===== config.mk =====
export PLATFORM = sky130hd
export DESIGN_NAME = ysyx_25030093_lsu_fsm_flat
export DESIGN_NICKNAME = d
export VERILOG_FILES = /design/src/rtl/ysyx_25030093_pkg.sv /design/src/rtl/ysyx_25030093_lsu_fsm_if.sv /design/src/rtl/ysyx_25030093_lsu_align.sv /design/src/rtl/ysyx_25030093_lsu_fsm.sv /design/src/flat_wrapper.sv
export SDC_FILE = /design/constraint.sdc
export NUM_CORES = 1
export LEC_CHECK = 0
export BUFFER_PORTS_ARGS = -buffer_cell sky130_fd_sc_hd__buf_4
export CAP_MARGIN = 20
export CORE_MARGIN = 2
export CORE_UTILIZATION = 45
export DETAILED_ROUTE_END_ITERATION = 7
export PLACE_DENSITY = 0.83
export SYNTH_ARGS = -nofsm -noshare
export SYNTH_HDL_FRONTEND = slang
export SYNTH_SLANG_ARGS = --single-unit
export TNS_END_PERCENT = 1

===== constraint.sdc =====
create_clock -name clk -period 5.56 [get_ports clk]
set_clock_uncertainty 0.2 [all_clocks]
set_input_delay 1.112 -clock clk [delete_from_list [all_inputs] [get_ports clk]]
set_output_delay 1.112 -clock clk [all_outputs]
set_load 0.03 [all_outputs]

===== src/rtl/ysyx_25030093_pkg.sv =====
// Shared LSU definitions: op codes, FSM state encoding and op classification helpers.
package ysyx_25030093_pkg;

  localparam logic [3:0] LSU_NONE = 4'b0000;
  localparam logic [3:0] LSU_LB   = 4'b0001;
  localparam logic [3:0] LSU_LH   = 4'b0010;
  localparam logic [3:0] LSU_LW   = 4'b0011;
  localparam logic [3:0] LSU_LBU  = 4'b0100;
  localparam logic [3:0] LSU_LHU  = 4'b0101;
  localparam logic [3:0] LSU_SB   = 4'b1000;
  localparam logic [3:0] LSU_SH   = 4'b1001;
  localparam logic [3:0] LSU_SW   = 4'b1010;

  typedef enum logic [1:0] {
    ST_IDLE = 2'd0,
    ST_REQ  = 2'd1,
    ST_WAIT = 2'd2,
    ST_DONE = 2'd3
  } lsu_state_e;

  // Unlisted encodings collapse to LSU_NONE so downstream logic sees only legal ops.
  function automatic logic [3:0] lsu_norm_op(input logic [3:0] op);
    case (op)
      LSU_LB, LSU_LH, LSU_LW, LSU_LBU, LSU_LHU,
      LSU_SB, LSU_SH, LSU_SW: lsu_norm_op = op;
      default:                lsu_norm_op = LSU_NONE;
    endcase
  endfunction

  function automatic logic lsu_is_store(input logic [3:0] op);
    lsu_is_store = (op == LSU_SB) || (op == LSU_SH) || (op == LSU_SW);
  endfunction

  function automatic logic lsu_is_load(input logic [3:0] op);
    lsu_is_load = (op == LSU_LB) || (op == LSU_LH) || (op == LSU_LW) ||
                  (op == LSU_LBU) || (op == LSU_LHU);
  endfunction

  function automatic logic lsu_misaligned(input logic [3:0] op, input logic [1:0] off);
    case (op)
      LSU_LH, LSU_LHU, LSU_SH: lsu_misaligned = off[0];
      LSU_LW, LSU_SW:          lsu_misaligned = (off != 2'b00);
      default:                 lsu_misaligned = 1'b0;
    endcase
  endfunction

endpackage


===== src/rtl/ysyx_25030093_lsu_fsm_if.sv =====
// Data-memory request/response port of the LSU; master is the LSU, slave is the memory.
interface ysyx_25030093_lsu_fsm_if #(
    parameter int ADDR_W = 32,
    parameter int DATA_W = 32
);
    // Request completes on a cycle with mem_req_valid && mem_req_ready; request fields
    // stay stable while valid is high. mem_rsp_valid is a single-cycle pulse, no backpressure.
    logic              mem_req_valid;
    logic              mem_req_ready;
    logic              mem_req_wen;
    logic [ADDR_W-1:0] mem_req_addr;
    logic [DATA_W-1:0] mem_req_wdata;
    logic [3:0]        mem_req_wmask;
    logic              mem_rsp_valid;
    logic [DATA_W-1:0] mem_rsp_rdata;

    modport master (
        output mem_req_valid, mem_req_wen, mem_req_addr, mem_req_wdata, mem_req_wmask,
        input  mem_req_ready, mem_rsp_valid, mem_rsp_rdata
    );

    modport slave (
        input  mem_req_valid, mem_req_wen, mem_req_addr, mem_req_wdata, mem_req_wmask,
        output mem_req_ready, mem_rsp_valid, mem_rsp_rdata
    );
endinterface


===== src/rtl/ysyx_25030093_lsu_align.sv =====
// Byte-lane steering: store data shift + byte enables, load lane select + sign/zero extension.
module ysyx_25030093_lsu_align
    import ysyx_25030093_pkg::*;
(
    input  logic [3:0]  op,
    input  logic [1:0]  byte_off,
    input  logic [31:0] store_data,
    input  logic [31:0] load_word,
    output logic [31:0] wdata,
    output logic [3:0]  wmask,
    output logic [31:0] load_data
);
    logic [4:0]  shamt;
    logic [31:0] lane;

    assign shamt = {byte_off, 3'b000};
    assign lane  = load_word >> shamt;

    always_comb begin
        wdata = 32'h0;
        wmask = 4'b0000;
        case (op)
            LSU_SB: begin wdata = store_data << shamt; wmask = 4'b0001 << byte_off; end
            LSU_SH: begin wdata = store_data << shamt; wmask = 4'b0011 << byte_off; end
            LSU_SW: begin wdata = store_data;          wmask = 4'b1111;             end
            default: ;
        endcase
    end

    always_comb begin
        load_data = 32'h0;
        case (op)
            LSU_LB:  load_data = {{24{lane[7]}}, lane[7:0]};
            LSU_LH:  load_data = {{16{lane[15]}}, lane[15:0]};
            LSU_LW:  load_data = lane;
            LSU_LBU: load_data = {24'h0, lane[7:0]};
            LSU_LHU: load_data = {16'h0, lane[15:0]};
            default: ;
        endcase
    end
endmodule


===== src/rtl/ysyx_25030093_lsu_fsm.sv =====
// Multi-cycle load/store stage: accepts one op from EXU, performs at most one memory
// access, and holds the aligned result for WBU until it is taken.
module ysyx_25030093_lsu_fsm
    import ysyx_25030093_pkg::*;
#(
    parameter int ADDR_W = 32,
    parameter int DATA_W = 32
) (
    input  logic              clk,
    input  logic              rst,
    // EXU side: accept when in_valid && out_ready (out_ready is high only in IDLE).
    input  logic              in_valid,
    output logic              out_ready,
    input  logic [DATA_W-1:0] rd_data,
    input  logic [DATA_W-1:0] rs2_data,
    input  logic [3:0]        LSU_single,
    // WBU side: result held stable while out_valid && !in_ready.
    output logic              out_valid,
    input  logic              in_ready,
    output logic [DATA_W-1:0] LSU_data,
    output logic [DATA_W-1:0] pass_data,
    output logic              misalign,
    ysyx_25030093_lsu_fsm_if.master mem,
    output lsu_state_e        dbg_state
);
    lsu_state_e        state;
    logic [3:0]        op_q;
    logic [DATA_W-1:0] store_q;
    logic              req_valid_q;
    logic [3:0]        op_n;
    logic [31:0]       al_wdata;
    logic [3:0]        al_wmask;
    logic [31:0]       al_load;

    assign op_n      = lsu_norm_op(LSU_single);
    assign out_ready = (state == ST_IDLE);
    assign dbg_state = state;

    // pass_data doubles as the latched effective address.
    assign mem.mem_req_valid = req_valid_q;
    assign mem.mem_req_wen   = lsu_is_store(op_q);
    assign mem.mem_req_addr  = {pass_data[ADDR_W-1:2], 2'b00};
    assign mem.mem_req_wdata = al_wdata;
    assign mem.mem_req_wmask = al_wmask;

    ysyx_25030093_lsu_align u_align (
        .op         (op_q),
        .byte_off   (pass_data[1:0]),
        .store_data (store_q),
        .load_word  (mem.mem_rsp_rdata),
        .wdata      (al_wdata),
        .wmask      (al_wmask),
        .load_data  (al_load)
    );

    always_ff @(posedge clk) begin
        if (rst) begin
            state       <= ST_IDLE;
            op_q        <= LSU_NONE;
            store_q     <= '0;
            req_valid_q <= 1'b0;
            out_valid   <= 1'b0;
            misalign    <= 1'b0;
            LSU_data    <= '0;
            pass_data   <= '0;
        end else begin
            case (state)
                ST_IDLE: begin
                    if (in_valid) begin
                        pass_data <= rd_data;
                        store_q   <= rs2_data;
                        op_q      <= op_n;
                        LSU_data  <= '0;
                        if (op_n == LSU_NONE) begin
                            out_valid <= 1'b1;
                            misalign  <= 1'b0;
                            state     <= ST_DONE;
                        end else if (lsu_misaligned(op_n, rd_data[1:0])) begin
                            out_valid <= 1'b1;
                            misalign  <= 1'b1;
                            state     <= ST_DONE;
                        end else begin
                            req_valid_q <= 1'b1;
                            misalign    <= 1'b0;
                            state       <= ST_REQ;
                        end
                    end
                end
                ST_REQ: begin
                    if (mem.mem_req_ready) begin
                        req_valid_q <= 1'b0;
                        state       <= ST_WAIT;
                    end
                end
                // A response coincident with the request handshake is seen in REQ and dropped.
                ST_WAIT: begin
                    if (mem.mem_rsp_valid) begin
                        LSU_data  <= lsu_is_load(op_q) ? al_load : '0;
                        out_valid <= 1'b1;
                        state     <= ST_DONE;
                    end
                end
                ST_DONE: begin
                    if (in_ready) begin
                        out_valid <= 1'b0;
                        misalign  <= 1'b0;
                        state     <= ST_IDLE;
                    end
                end
                default: state <= ST_IDLE;
            endcase
        end
    end
endmodule


===== src/flat_wrapper.sv =====
// flat-port wrapper written by rule: the top's interface ports become plain ports
module ysyx_25030093_lsu_fsm_flat import ysyx_25030093_pkg::*;
#(
    parameter int ADDR_W = 32,
    parameter int DATA_W = 32
)
  (clk, rst, in_valid, out_ready, rd_data, rs2_data, LSU_single, out_valid, in_ready, LSU_data, pass_data, misalign, dbg_state, mem_mem_req_valid, mem_mem_req_wen, mem_mem_req_addr, mem_mem_req_wdata, mem_mem_req_wmask, mem_mem_req_ready, mem_mem_rsp_valid, mem_mem_rsp_rdata);
  ysyx_25030093_lsu_fsm_if #(.ADDR_W(ADDR_W), .DATA_W(DATA_W)) mem_i ();
  input  logic clk;
  input  logic rst;
  input  logic in_valid;
  output logic out_ready;
  input  logic [DATA_W-1:0] rd_data;
  input  logic [DATA_W-1:0] rs2_data;
  input  logic [3:0] LSU_single;
  output logic out_valid;
  input  logic in_ready;
  output logic [DATA_W-1:0] LSU_data;
  output logic [DATA_W-1:0] pass_data;
  output logic misalign;
  output lsu_state_e dbg_state;
  output wire logic [$bits(mem_i.mem_req_valid)-1:0] mem_mem_req_valid;
  output wire logic [$bits(mem_i.mem_req_wen)-1:0] mem_mem_req_wen;
  output wire logic [$bits(mem_i.mem_req_addr)-1:0] mem_mem_req_addr;
  output wire logic [$bits(mem_i.mem_req_wdata)-1:0] mem_mem_req_wdata;
  output wire logic [$bits(mem_i.mem_req_wmask)-1:0] mem_mem_req_wmask;
  input wire logic [$bits(mem_i.mem_req_ready)-1:0] mem_mem_req_ready;
  input wire logic [$bits(mem_i.mem_rsp_valid)-1:0] mem_mem_rsp_valid;
  input wire logic [$bits(mem_i.mem_rsp_rdata)-1:0] mem_mem_rsp_rdata;
  assign mem_mem_req_valid = mem_i.mem_req_valid;
  assign mem_mem_req_wen = mem_i.mem_req_wen;
  assign mem_mem_req_addr = mem_i.mem_req_addr;
  assign mem_mem_req_wdata = mem_i.mem_req_wdata;
  assign mem_mem_req_wmask = mem_i.mem_req_wmask;
  assign mem_i.mem_req_ready = mem_mem_req_ready;
  assign mem_i.mem_rsp_valid = mem_mem_rsp_valid;
  assign mem_i.mem_rsp_rdata = mem_mem_rsp_rdata;
  ysyx_25030093_lsu_fsm #(.ADDR_W(ADDR_W), .DATA_W(DATA_W)) u_core (.clk(clk), .rst(rst), .in_valid(in_valid), .out_ready(out_ready), .rd_data(rd_data), .rs2_data(rs2_data), .LSU_single(LSU_single), .out_valid(out_valid), .in_ready(in_ready), .LSU_data(LSU_data), .pass_data(pass_data), .misalign(misalign), .mem(mem_i), .dbg_state(dbg_state));
endmodule

; ---- After elaboration in Yosys (flattened, before gate mapping)
; Cells that the tools add are included.
[word_totals]
reg_bits = 105
wordCells = 101
in_bits = 106
[classes]
n_reduce_logical = 23
n_shift = 4
n_mux = 35
eq_ne = 31
[op_table]
columns = op, n
row1 = case mux 32 bit (5 select lines), 1
row2 = case mux 32 bit (2 select lines), 2
row3 = 2-to-1 mux 32 bit, 3
row4 = "== test 4 bit, second input constant", 8
row5 = << shifter 32 x 5 -> 32 bit, 1
row6 = right shift 32 x 5 -> 32 bit, 1
row7 = "== test 4 x 2 -> 1 bit, second input constant", 6
row8 = "== test 4 x 3 -> 1 bit, second input constant", 5
row9 = 2-to-1 mux 1 bit, 16
row10 = 2-to-1 mux 2 bit, 6
row11 = "!= test 2 bit, second input constant", 6
row12 = case mux 4 bit (3 select lines), 1
row13 = AND reduction 5 bit, 2
row14 = "== test 4 x 1 -> 1 bit, second input constant", 2
row15 = case mux 2 bit (4 select lines), 1
row16 = nonzero test 2 bit, 4
row17 = OR reduction 8 bit, 1
row18 = logical OR 1 bit, 6
row19 = case mux 1 bit (2 select lines), 3
row20 = AND reduction 3 bit, 2
row21 = "== test 2 bit, second input constant", 2
row22 = logical NOT 4 bit, 1
row23 = 2-to-1 mux 4 bit, 1
row24 = AND reduction 4 bit, 1
row25 = 10 further kinds, 11

; ---- Longest topological paths before layout
; Gate-level depths: netlist (run 1).
[depth]
word_depth = 14
depth_mapped = 9

; ---- By module
; Synthesis (run 1) repeated with hierarchy kept, for this count alone.
[unflattened]
cells_unflattened = 729
hier_area_um2 = 5945.7
[modules_own_cells]
columns = mod, cells_each, area_per_inst_um2, seq_area_each_um2, n_inst
row1 = ysyx_25030093_lsu_fsm, 516, 4433.0, 2102.0, 1
row2 = ysyx_25030093_lsu_align, 213, 1512.7, 0.0, 1

; ---- Worst setup path after synthesis (run 1)
; Ideal clock, no wire load.
[synth_timing]
path_kind = register to output
from = register u_core.pass_data[0]
to = output mem_mem_req_wdata[10]
path_slack_ns = 2.407
arrival_time_ns = 1.841
required_ns = 4.248
stages_incl_launch_ff = 5
path_cell_list = dfxtp_1 -> buf_4 -> clkbuf_1 -> mux2i_1 -> o21ai_0
[synth_via]
elab_chain_cells = 2
[synth_lines]
columns = item, line
row1 = start: declaration, ysyx_25030093_lsu_fsm.sv:21  ; output logic [DATA_W-1:0] pass_data,
row2 = start signal: assignment, ysyx_25030093_lsu_fsm.sv:70  ; pass_data <= rd_data;
row3 = << shifter 32 x 5 -> 32 bit, "ysyx_25030093_lsu_align.sv:23, ysyx_25030093_lsu_align.sv:24"
row4 = case mux 32 bit (2 select lines), ysyx_25030093_lsu_align.sv:22  ; case (op)
row5 = end: declaration, flat_wrapper.sv:25  ; output wire logic [$bits(mem_i.mem_req_wdata)-1:0] mem_mem_req_wdata;
; Every way passes these cells.

; ---- Final worst setup path (run 1)
[layout_timing]
from = register u_core.pass_data[0]
to = output mem_mem_req_wdata[31]
; The elaborated chain is that of the path after synthesis.

==> flow_metrics.tcl, run 1 <==
set metrics [dict create \
    dp_cells 1014 \
    seq_power_share 0.376 \
    drive_gt1_frac 0.314 \
    syn_area_per_cell_um2 7.75 \
    routabilityCongestion 0.949 \
    worstHoldPathCells 2 \
    root_buffer "clkbuf_16" \
    timing.final.ws_setup_ns 1.23 \
    final_nets 989 \
    rsz0062_at_grt "no" \
    cts_buffers 9 \
    route.detailed.drc 0 \
    clockBufferDepth 2 \
    clock.fmax_mhz 231 \
    dpl_worst_slack_ns 1.64 \
    grt_pass1_vias 5186 \
    ant_nets 0 \
    cp_data_arrival_time_ns 3.02 \
    fin_cells 1030 \
    setup_tns_ns 0 \
    slew_headroom 0.284 \
    netlist.area_leader.share 0.387 \
    cp-start-kind "flop" \
    internal_power_uw 1540 \
    worstPathRequired_ns 4.25 \
    max_stage_delay_ns 0.91 \
    worst-path-max-fanout 39 \
    multi_input_area_um2 2810 \
    syn_inst 701 \
    track_usage 0.251 \
    num_antenna_cells 0 \
    synth_ff_type "dfxtp_1" \
    status "finished clean" \
    clkPwrFrac 0.240 \
    yosys.area.top_type "dfxtp_1" \
    grt_pass1_wl_um 26100 \
    p_switching_uw 1040 \
    synthTopCellsByCount "nand2_1, dfxtp_1, a21oi_1, buf_4, o21ai_0" \
    cts.htree.levels 3 \
    synth-seq-cells 105 \
    ys_seq_area_frac 0.387 \
    firstDrtPassIters 5 \
    insertion_delay_ns 0.34 \
    post-route-period-util 0.779 \
    timing_hold_violations_final 0 \
    dp_hpwl_um 12400 \
    p_leak_uw 0.00313 \
    grt_start_max_net_pins 91 \
    wl_per_cell_um 16.6 \
    cts_resized 0 \
    drtIter0Drc 603 \
    p_sw_frac 0.404 \
    io_buffers 242 \
    die_h_um 114 \
    min_period_ns 4.33 \
    path_cells "clkinv_1, nor2_2, a22oi_1, o21ai_0, buf_4" \
    reg2regPathDepth 5 \
    hold_buffers 0 \
    critical-path-top-delay-family "flip-flops" \
    io_pins 245 \
    worstMarginPinSlew_ns 1.07 \
    synth_edf_count 0 \
    dieWidth_um 114 \
    ys_types 55 \
    p_comb_frac 0.384 \
    ys_warn_count 0 \
    cts_tree "yes" \
    synth_area_leaders "dfxtp_1, nand2_1, a21oi_1, mux2i_1, buf_4" \
    ir_drop_v 0.000248 \
    core-area_um2 11900 \
    cap_violations 0 \
    clk_pin_slew_worst_paths_ns 0.07 \
    regArea_um2 2100 \
    dieArea_um2 13000 \
    path_buf_inv 2 \
    critPathKind "reg -> out" \
    report.power.total_uw 2580 \
    crit_slowest_cell "dfxtp_2" \
    grt.overflow.total 0 \
    via_count 5695 \
    post-route-cell-area_um2 7260 \
    antenna_found_initial 0 \
    hold_path_class "reg -> reg" \
    post_cts_buffers 0 \
    synthArstFlopShare 0 \
    synthToLayoutAreaGrowth_pct 33.6 \
    drv_slew 0 \
    initial_core_util 0.456 \
    place_area_um2 6970 \
    power.density_nw_per_um2 356 \
    avgViaCountPerCell 5.53 \
    wl_um 17100 \
    netlist_area_um2 5430 \
    nFillCells 1073 \
    path_depth 5 \
    setup_viol 0 \
    yosysMostFrequentCell "nand2_1" \
    cts_sinks 105 \
    row_count 40 \
    cp-end-kind "output pin" \
]
[path summary, 6_finish.rpt]
path | to | startpoint | slack (ns)
setup / recovery | mem_mem_req_wdata[31] | u_core.pass_data[0] | 1.23
hold / removal | u_core.LSU_data[27] | u_core.LSU_data[27] | 0.26
setup reg to reg | u_core.LSU_data[31] | u_core.pass_data[0] | 2.76
hold reg to reg | u_core.LSU_data[27] | u_core.LSU_data[27] | 0.26
[power by group through the flow]
stage / clock (µW) / sequential (µW) / combinational [µW]
3_5_place_dp: 0 / 984 / 988
4_1_cts: 634 / 970 / 990
2_1_floorplan: 0 / 1040 / 641
3_3_place_gp: 0 / 984 / 976
6_report: 620 / 971 / 990
5_1_grt: 663 / 984 / 1070
[cell type report]
| cell class | count | area share |
|---|---|---|
| clock buffer | 11 | 0.0348 |
| clock inverter | 5 | 0.00534 |
| inverter | 7 | 0.00362 |
| multi-input combinational | 509 | 0.387 |
| sequential | 105 | 0.290 |
| tap | 147 | 0.0253 |
| timing repair buffer | 246 | 0.254 |
[worst min-delay path, stage by stage, from the launching register on]
cell	delay, ns
dfxtp_1	0.33
nand2_1	0.04
o21ai_0	0.05
[flip-flops by register name, indices dropped and copies added, names as in the netlist]
register,flops
u_core.op_q,4
u_core.out_valid,1
u_core.misalign,1
u_core.LSU_data,32
u_core.pass_data,32
u_core.store_q,32
u_core.dbg_state,2
u_core.mem.mem_req_valid,1
[logic make-up (layout without fill, tap and decap cells)]
logic type,count (synthesis),count (layout),share of synthesized area
AO/OA/AOI/OAI,193,193,0.216
XOR/XNOR,1,1,0.00161
adder cells (fa/ha/maj),5,5,0.0115
buffers and inverters,88,269,0.0976
flip-flops,105,105,0.387
multiplexers,34,34,0.0652
other,1,2,0.000690
AND/OR/NAND/NOR,274,274,0.221
[through the flow]
stage          utilization  hold WS [ns]
2_1_floorplan            -         0.236
3_3_place_gp         0.585         0.238
3_5_place_dp         0.585         0.248
4_1_cts              0.609         0.260
5_1_grt              0.609         0.277
6_report             0.609         0.258
[layer usage]
layer	track usage	vias to the layer above	part of all wire
met5	0	-	0
met4	0.0821	0	0.025
met3	0.0627	32	0.080
met2	0.446	296	0.49
met1	0.298	2641	0.40
li1	-	2726	-
[cells in the final DEF, fill, tap and decap left out, types with 3 or more instances in the layout]
cell | netlist | final
a211oi_1 | 3 | 3
a21oi_1 | 85 | 85
a22o_1 | 8 | 8
a22oi_1 | 28 | 28
a2bb2oi_1 | 7 | 7
a31oi_1 | 3 | 3
and2_1 | 10 | 9
buf_4 | 40 | 246
clkbuf_16 | 0 | 9
dfxtp_1 | 105 | 104
ha_1 | 5 | 5
inv_1 | 6 | 6
mux2i_1 | 32 | 32
nand2_1 | 192 | 191
nand2b_1 | 7 | 7
nand3_1 | 8 | 8
nand3b_1 | 5 | 5
nand4_1 | 7 | 7
nor2_1 | 23 | 23
nor2b_1 | 4 | 4
o21ai_0 | 40 | 40
or3_1 | 3 | 3
Power figures use the tool's default switching activity.
==> run 2, diff against run 1 <==
clock period = 4.35 ns   (was 5.56 ns; I/O delays follow)
==> flow_metrics.tcl, run 2 (synthesis gave the netlist of run 1 again) <==
set metrics [dict create \
    dp_hpwl_um 12400 \
    cp-end-kind "output pin" \
    antenna_found_initial 0 \
    route.detailed.drc 0 \
    dieWidth_um 114 \
    track_usage 0.250 \
    initial_core_util 0.456 \
    most-common-layout-cells "buf_4, nand2_1, dfxtp_1" \
    die_h_um 114 \
    setup_viol 0 \
    grt_pass1_vias 5110 \
    num_antenna_cells 0 \
    max_stage_delay_ns 0.65 \
    timing.final.ws_setup_ns 0.759 \
    ant_nets 0 \
    reg2reg_to "u_core.LSU_data[24]" \
    cts.htree.levels 3 \
    cts_sinks 105 \
    cp-start-kind "flop" \
    path_cells "nor2_1, nand3_1, nor2_1, a22oi_1, nand2_1, buf_4" \
    reg2reg_slack_ns 1.53 \
    critical-path-top-delay-family "simple AND/OR/NAND/NOR gates" \
    worstMarginPinSlew_ns 1.05 \
    hold_buffers 0 \
    via_count 5683 \
    worst-path-max-fanout 13 \
    hold_path_class "reg -> reg" \
    crit_path_frequent_cell "nor2_1" \
    avgViaCountPerCell 5.51 \
    grt.overflow.total 0 \
    dpl_worst_slack_ns 1.17 \
    wl_um 17100 \
    crit_end "mem_mem_req_wdata[20]" \
    status "finished clean" \
    drive_gt1_frac 0.314 \
    firstDrtPassIters 5 \
    io_pins 245 \
    cts_resized 0 \
    drv_slew 0 \
    worstPathRequired_ns 3.28 \
    min_period_ns 3.59 \
    io_buffers 242 \
    cts_buffers 9 \
    drtIter0Drc 516 \
    root_buffer "clkbuf_16" \
    cap_violations 0 \
    power.density_nw_per_um2 458 \
    largest_registers "u_core.LSU_data (32), u_core.pass_data (32), u_core.store_q (32)" \
    critPathKind "reg -> out" \
    grt_pass1_wl_um 25900 \
    grt_start_max_net_pins 66 \
    slew_headroom 0.301 \
    insertion_delay_ns 0.34 \
    path_buf_inv 1 \
    clock.fmax_mhz 279 \
    reg2reg_from "u_core.pass_data[0]" \
    cp_data_arrival_time_ns 2.52 \
    post-route-period-util 0.825 \
    clockBufferDepth 2 \
    reg2regPathDepth 6 \
    final_common_cell "buf_4" \
    p_leak_uw 0.00315 \
    post_cts_buffers 0 \
    path_depth 6 \
    crit_slowest_cell "nor2_1" \
    final_nets 991 \
    clk_pin_slew_worst_paths_ns 0.06 \
    core-area_um2 11900 \
    routabilityCongestion 0.946 \
    setup_tns_ns 0 \
    timing_hold_violations_final 0 \
    row_count 40 \
    startpoint "u_core.op_q[1]" \
    synthToLayoutAreaGrowth_pct 34.0 \
    wl_per_cell_um 16.6 \
    nFillCells 1114 \
    ir_drop_v 0.000295 \
    cts_tree "yes" \
    dieArea_um2 13000 \
    rsz0062_at_grt "no" \
]
==> run 2: cell types whose count changed in the layout (fill, tap and decap cells not counted) <==
cell / before / now
buf_4: 246 / 248
bufinv_16: 0 / 1
clkbuf_1: 0 / 1
clkbuf_8: 2 / 0
clkinv_2: 1 / 2
clkinv_4: 2 / 1
clkinvlp_4: 1 / 0
inv_6: 1 / 2
==> run 2: how the worst min path moves through the flow <==
stage | startpoint | endpoint | slack, ns | depth (start not counted)
5_1_grt | u_core.LSU_data[7] | u_core.LSU_data[7] | 0.27 | 2
3_5_place_dp | u_core.LSU_data[28] | u_core.LSU_data[28] | 0.25 | 2
4_1_cts | u_core.store_q[28] | u_core.store_q[28] | 0.26 | 2
6_report | u_core.LSU_data[5] | u_core.LSU_data[5] | 0.26 | 2
3_3_place_gp | u_core.LSU_data[28] | u_core.LSU_data[28] | 0.24 | 2
2_1_floorplan | u_core.store_q[24] | u_core.store_q[24] | 0.24 | 2
==> run 2: final cells by class <==
class                           instances  area (µm²)  area share
Clock buffer                           10         229      0.0315
Multi-Input combinational cell        509        2810       0.386
Inverter                                7        26.3     0.00361
Timing Repair Buffer                  248        1860       0.256
Tap cell                              147         184      0.0253
Sequential cell                       105        2100       0.289
Clock inverter                          6        66.3     0.00911
==> run 2: worst min-delay path: stages, from the launching register on <==
cell and delay (ns):
dfxtp_1 0.31, nand2_1 0.05, a21oi_1 0.05
==> run 2: through the flow <==
| step | area, µm² | total power, µW | utilization | cells | hold WS [ns] |
|---|---|---|---|---|---|
| 3_3_place_gp | 6980 | 2510 | 0.586 | 1016 | 0.240 |
| 6_report | 7280 | 3330 | 0.611 | 1032 | 0.257 |
| 2_1_floorplan | 5440 | 2150 | - | 702 | 0.236 |
| 5_1_grt | 7280 | 3500 | 0.611 | 1032 | 0.275 |
| 3_5_place_dp | 6980 | 2530 | 0.586 | 1016 | 0.246 |
| 4_1_cts | 7280 | 3340 | 0.611 | 1032 | 0.257 |
==> run 2: per-layer routing <==
| metal | vias to the layer above | wire (µm) | global-route usage |
|---|---|---|---|
| li1 | 2732 | - | - |
| met1 | 2618 | 6750 | 0.303 |
| met2 | 299 | 8500 | 0.442 |
| met3 | 34 | 1420 | 0.0499 |
| met4 | 0 | 428 | 0.0870 |
| met5 | - | 0 | 0 |
==> run 2: power by group <==
part	total [µW]	switching (µW)	internal [µW]
registers	1230	136	1090
logic	1280	830	454
clock network	821	371	450
total	3330	1340	1990
==> run 3, diff against run 2 <==
CORE_UTILIZATION = 43   (was 45)
clock period = 3 ns   (was 4.35 ns; I/O delays follow)
==> flow_metrics.tcl, run 3 (synthesis gave the netlist of run 1 again) <==
set metrics [dict create \
    reg2reg_from "u_core.dbg_state[0]" \
    status "finished clean" \
    clock.fmax_mhz 354 \
    crit_path_frequent_cell "buf_4" \
    min_period_ns 2.83 \
    hold_path_class "reg -> reg" \
    worstPathRequired_ns 2.20 \
    io_buffers 242 \
    path_cells "buf_4, or3_1, a21oi_2, buf_4, a22oi_1, o21ai_0, buf_4" \
    root_buffer "clkbuf_16" \
    cts.htree.levels 3 \
    drive_gt1_frac 0.324 \
    synthToLayoutAreaGrowth_pct 36.5 \
    place_area_um2 7080 \
    routabilityCongestion 0.906 \
    final_common_cell "buf_4" \
    path_buf_inv 3 \
    cp_data_arrival_time_ns 2.03 \
    io_pins 245 \
    drtIter0Drc 446 \
    grt_pass1_vias 5102 \
    antenna_found_initial 0 \
    cp-start-kind "flop" \
    startpoint "u_core.op_q[1]" \
    grt_pass1_wl_um 25600 \
    timing_hold_violations_final 0 \
    clk_pin_slew_worst_paths_ns 0.07 \
    max_stage_delay_ns 0.36 \
    cts_sinks 105 \
    cap_violations 0 \
    core-area_um2 12500 \
    crit_slowest_cell "dfxtp_2" \
    crit_end "mem_mem_req_wdata[28]" \
    track_usage 0.241 \
    critPathKind "reg -> out" \
    rsz0062_at_grt "no" \
    ant_nets 0 \
    reg2regPathDepth 6 \
    reg2reg_to "u_core.LSU_data[25]" \
    dieWidth_um 116 \
    post_cts_buffers 0 \
    wl_um 17000 \
    cts_tree "yes" \
    report.power.total_uw 4970 \
    cts_buffers 9 \
    drv_slew 0 \
    wl_per_cell_um 16.0 \
    worstMarginPinSlew_ns 0.669 \
    reg2reg_slack_ns 0.47 \
    worst-path-max-fanout 25 \
    route.detailed.drc 0 \
    insertion_delay_ns 0.35 \
    path_depth 7 \
    largest_registers "u_core.LSU_data (32), u_core.pass_data (32), u_core.store_q (32)" \
    dp_cells 1048 \
    firstDrtPassIters 7 \
    row_count 41 \
    setup_tns_ns 0 \
    slew_headroom 0.554 \
    grt.overflow.total 0 \
    p_leak_uw 0.00321 \
    num_antenna_cells 0 \
    clockBufferDepth 2 \
    initial_core_util 0.436 \
    avgViaCountPerCell 5.24 \
    most-common-layout-cells "buf_4, nand2_1, dfxtp_1" \
    critical-path-top-delay-family "buffers and inverters" \
    grt_start_max_net_pins 66 \
    post-route-cell-area_um2 7420 \
    die_h_um 116 \
    dieArea_um2 13500 \
    setup_viol 0 \
    cp-end-kind "output pin" \
    post-route-period-util 0.942 \
    final_nets 998 \
    fin_cells 1064 \
    ir_drop_v 0.000452 \
    power.density_nw_per_um2 670 \
    via_count 5571 \
    dp_hpwl_um 12400 \
]
[run 3: changes by cell type in the layout (fill, tap and decap cells not counted), sizes merged]
cell / previous run / this run
buf: 248 / 255
bufinv: 1 / 2
clkinv: 4 / 2
inv: 8 / 9
[run 3: layer usage]
metal	vias to the layer above	share of wire	GRT usage
li1	2743	-	-
met1	2562	0.41	0.298
met2	236	0.49	0.413
met3	30	0.071	0.0451
met4	0	0.023	0.102
met5	-	0	0
[run 3: cell type report]
type / count / area (µm²)
timing repair buffer: 255 / 1930
clock buffer: 10 / 229
fill: 1155 / 5050
sequential: 105 / 2110
inverter: 7 / 26.3
multi-input combinational: 509 / 2810
clock inverter: 6 / 97.6
tap: 172 / 215
[run 3: how the worst min path moves through the flow]
stage,from,end,slack [ns],cells past startpoint
final,u_core.LSU_data[5],u_core.LSU_data[5],0.26,2
after floorplan,u_core.store_q[24],u_core.store_q[24],0.24,2
after global placement,u_core.LSU_data[27],u_core.LSU_data[27],0.24,2
after detailed placement,u_core.LSU_data[28],u_core.LSU_data[28],0.25,2
after global routing,u_core.LSU_data[5],u_core.LSU_data[5],0.28,2
after CTS,u_core.LSU_data[2],u_core.LSU_data[2],0.26,2
[run 3: metrics by stage]
stage                     utilization  hold WS, ns  worst slack [ns]
after global placement          0.568        0.240             0.547
after CTS                       0.594        0.258            0.0541
after global routing            0.595        0.280            0.0214
final                           0.595        0.258             0.174
after detailed placement        0.568        0.248             0.456
after floorplan                     -        0.236             0.359
[run 3: power by group]
group / internal [µW] / leakage, µW / total (µW) / switching [µW]
Combinational: 679 / 0.00219 / 1900 / 1220
Clock: 746 / 0.000160 / 1300 / 558
Sequential: 1580 / 0.000856 / 1760 / 181
[run 3: repair_timing]
item | in CTS | in global routing
endpoints found under the hold margin | 0 | 0
setup endpoints to repair | 0 | 20
hold buffers | 0 | 0
resized for setup | 0 | 5
[run 3: worst min-delay path: stages, from the launching register on]
cell	delay [ns]
dfxtp_1	0.31
nand2_1	0.05
a21oi_1	0.05
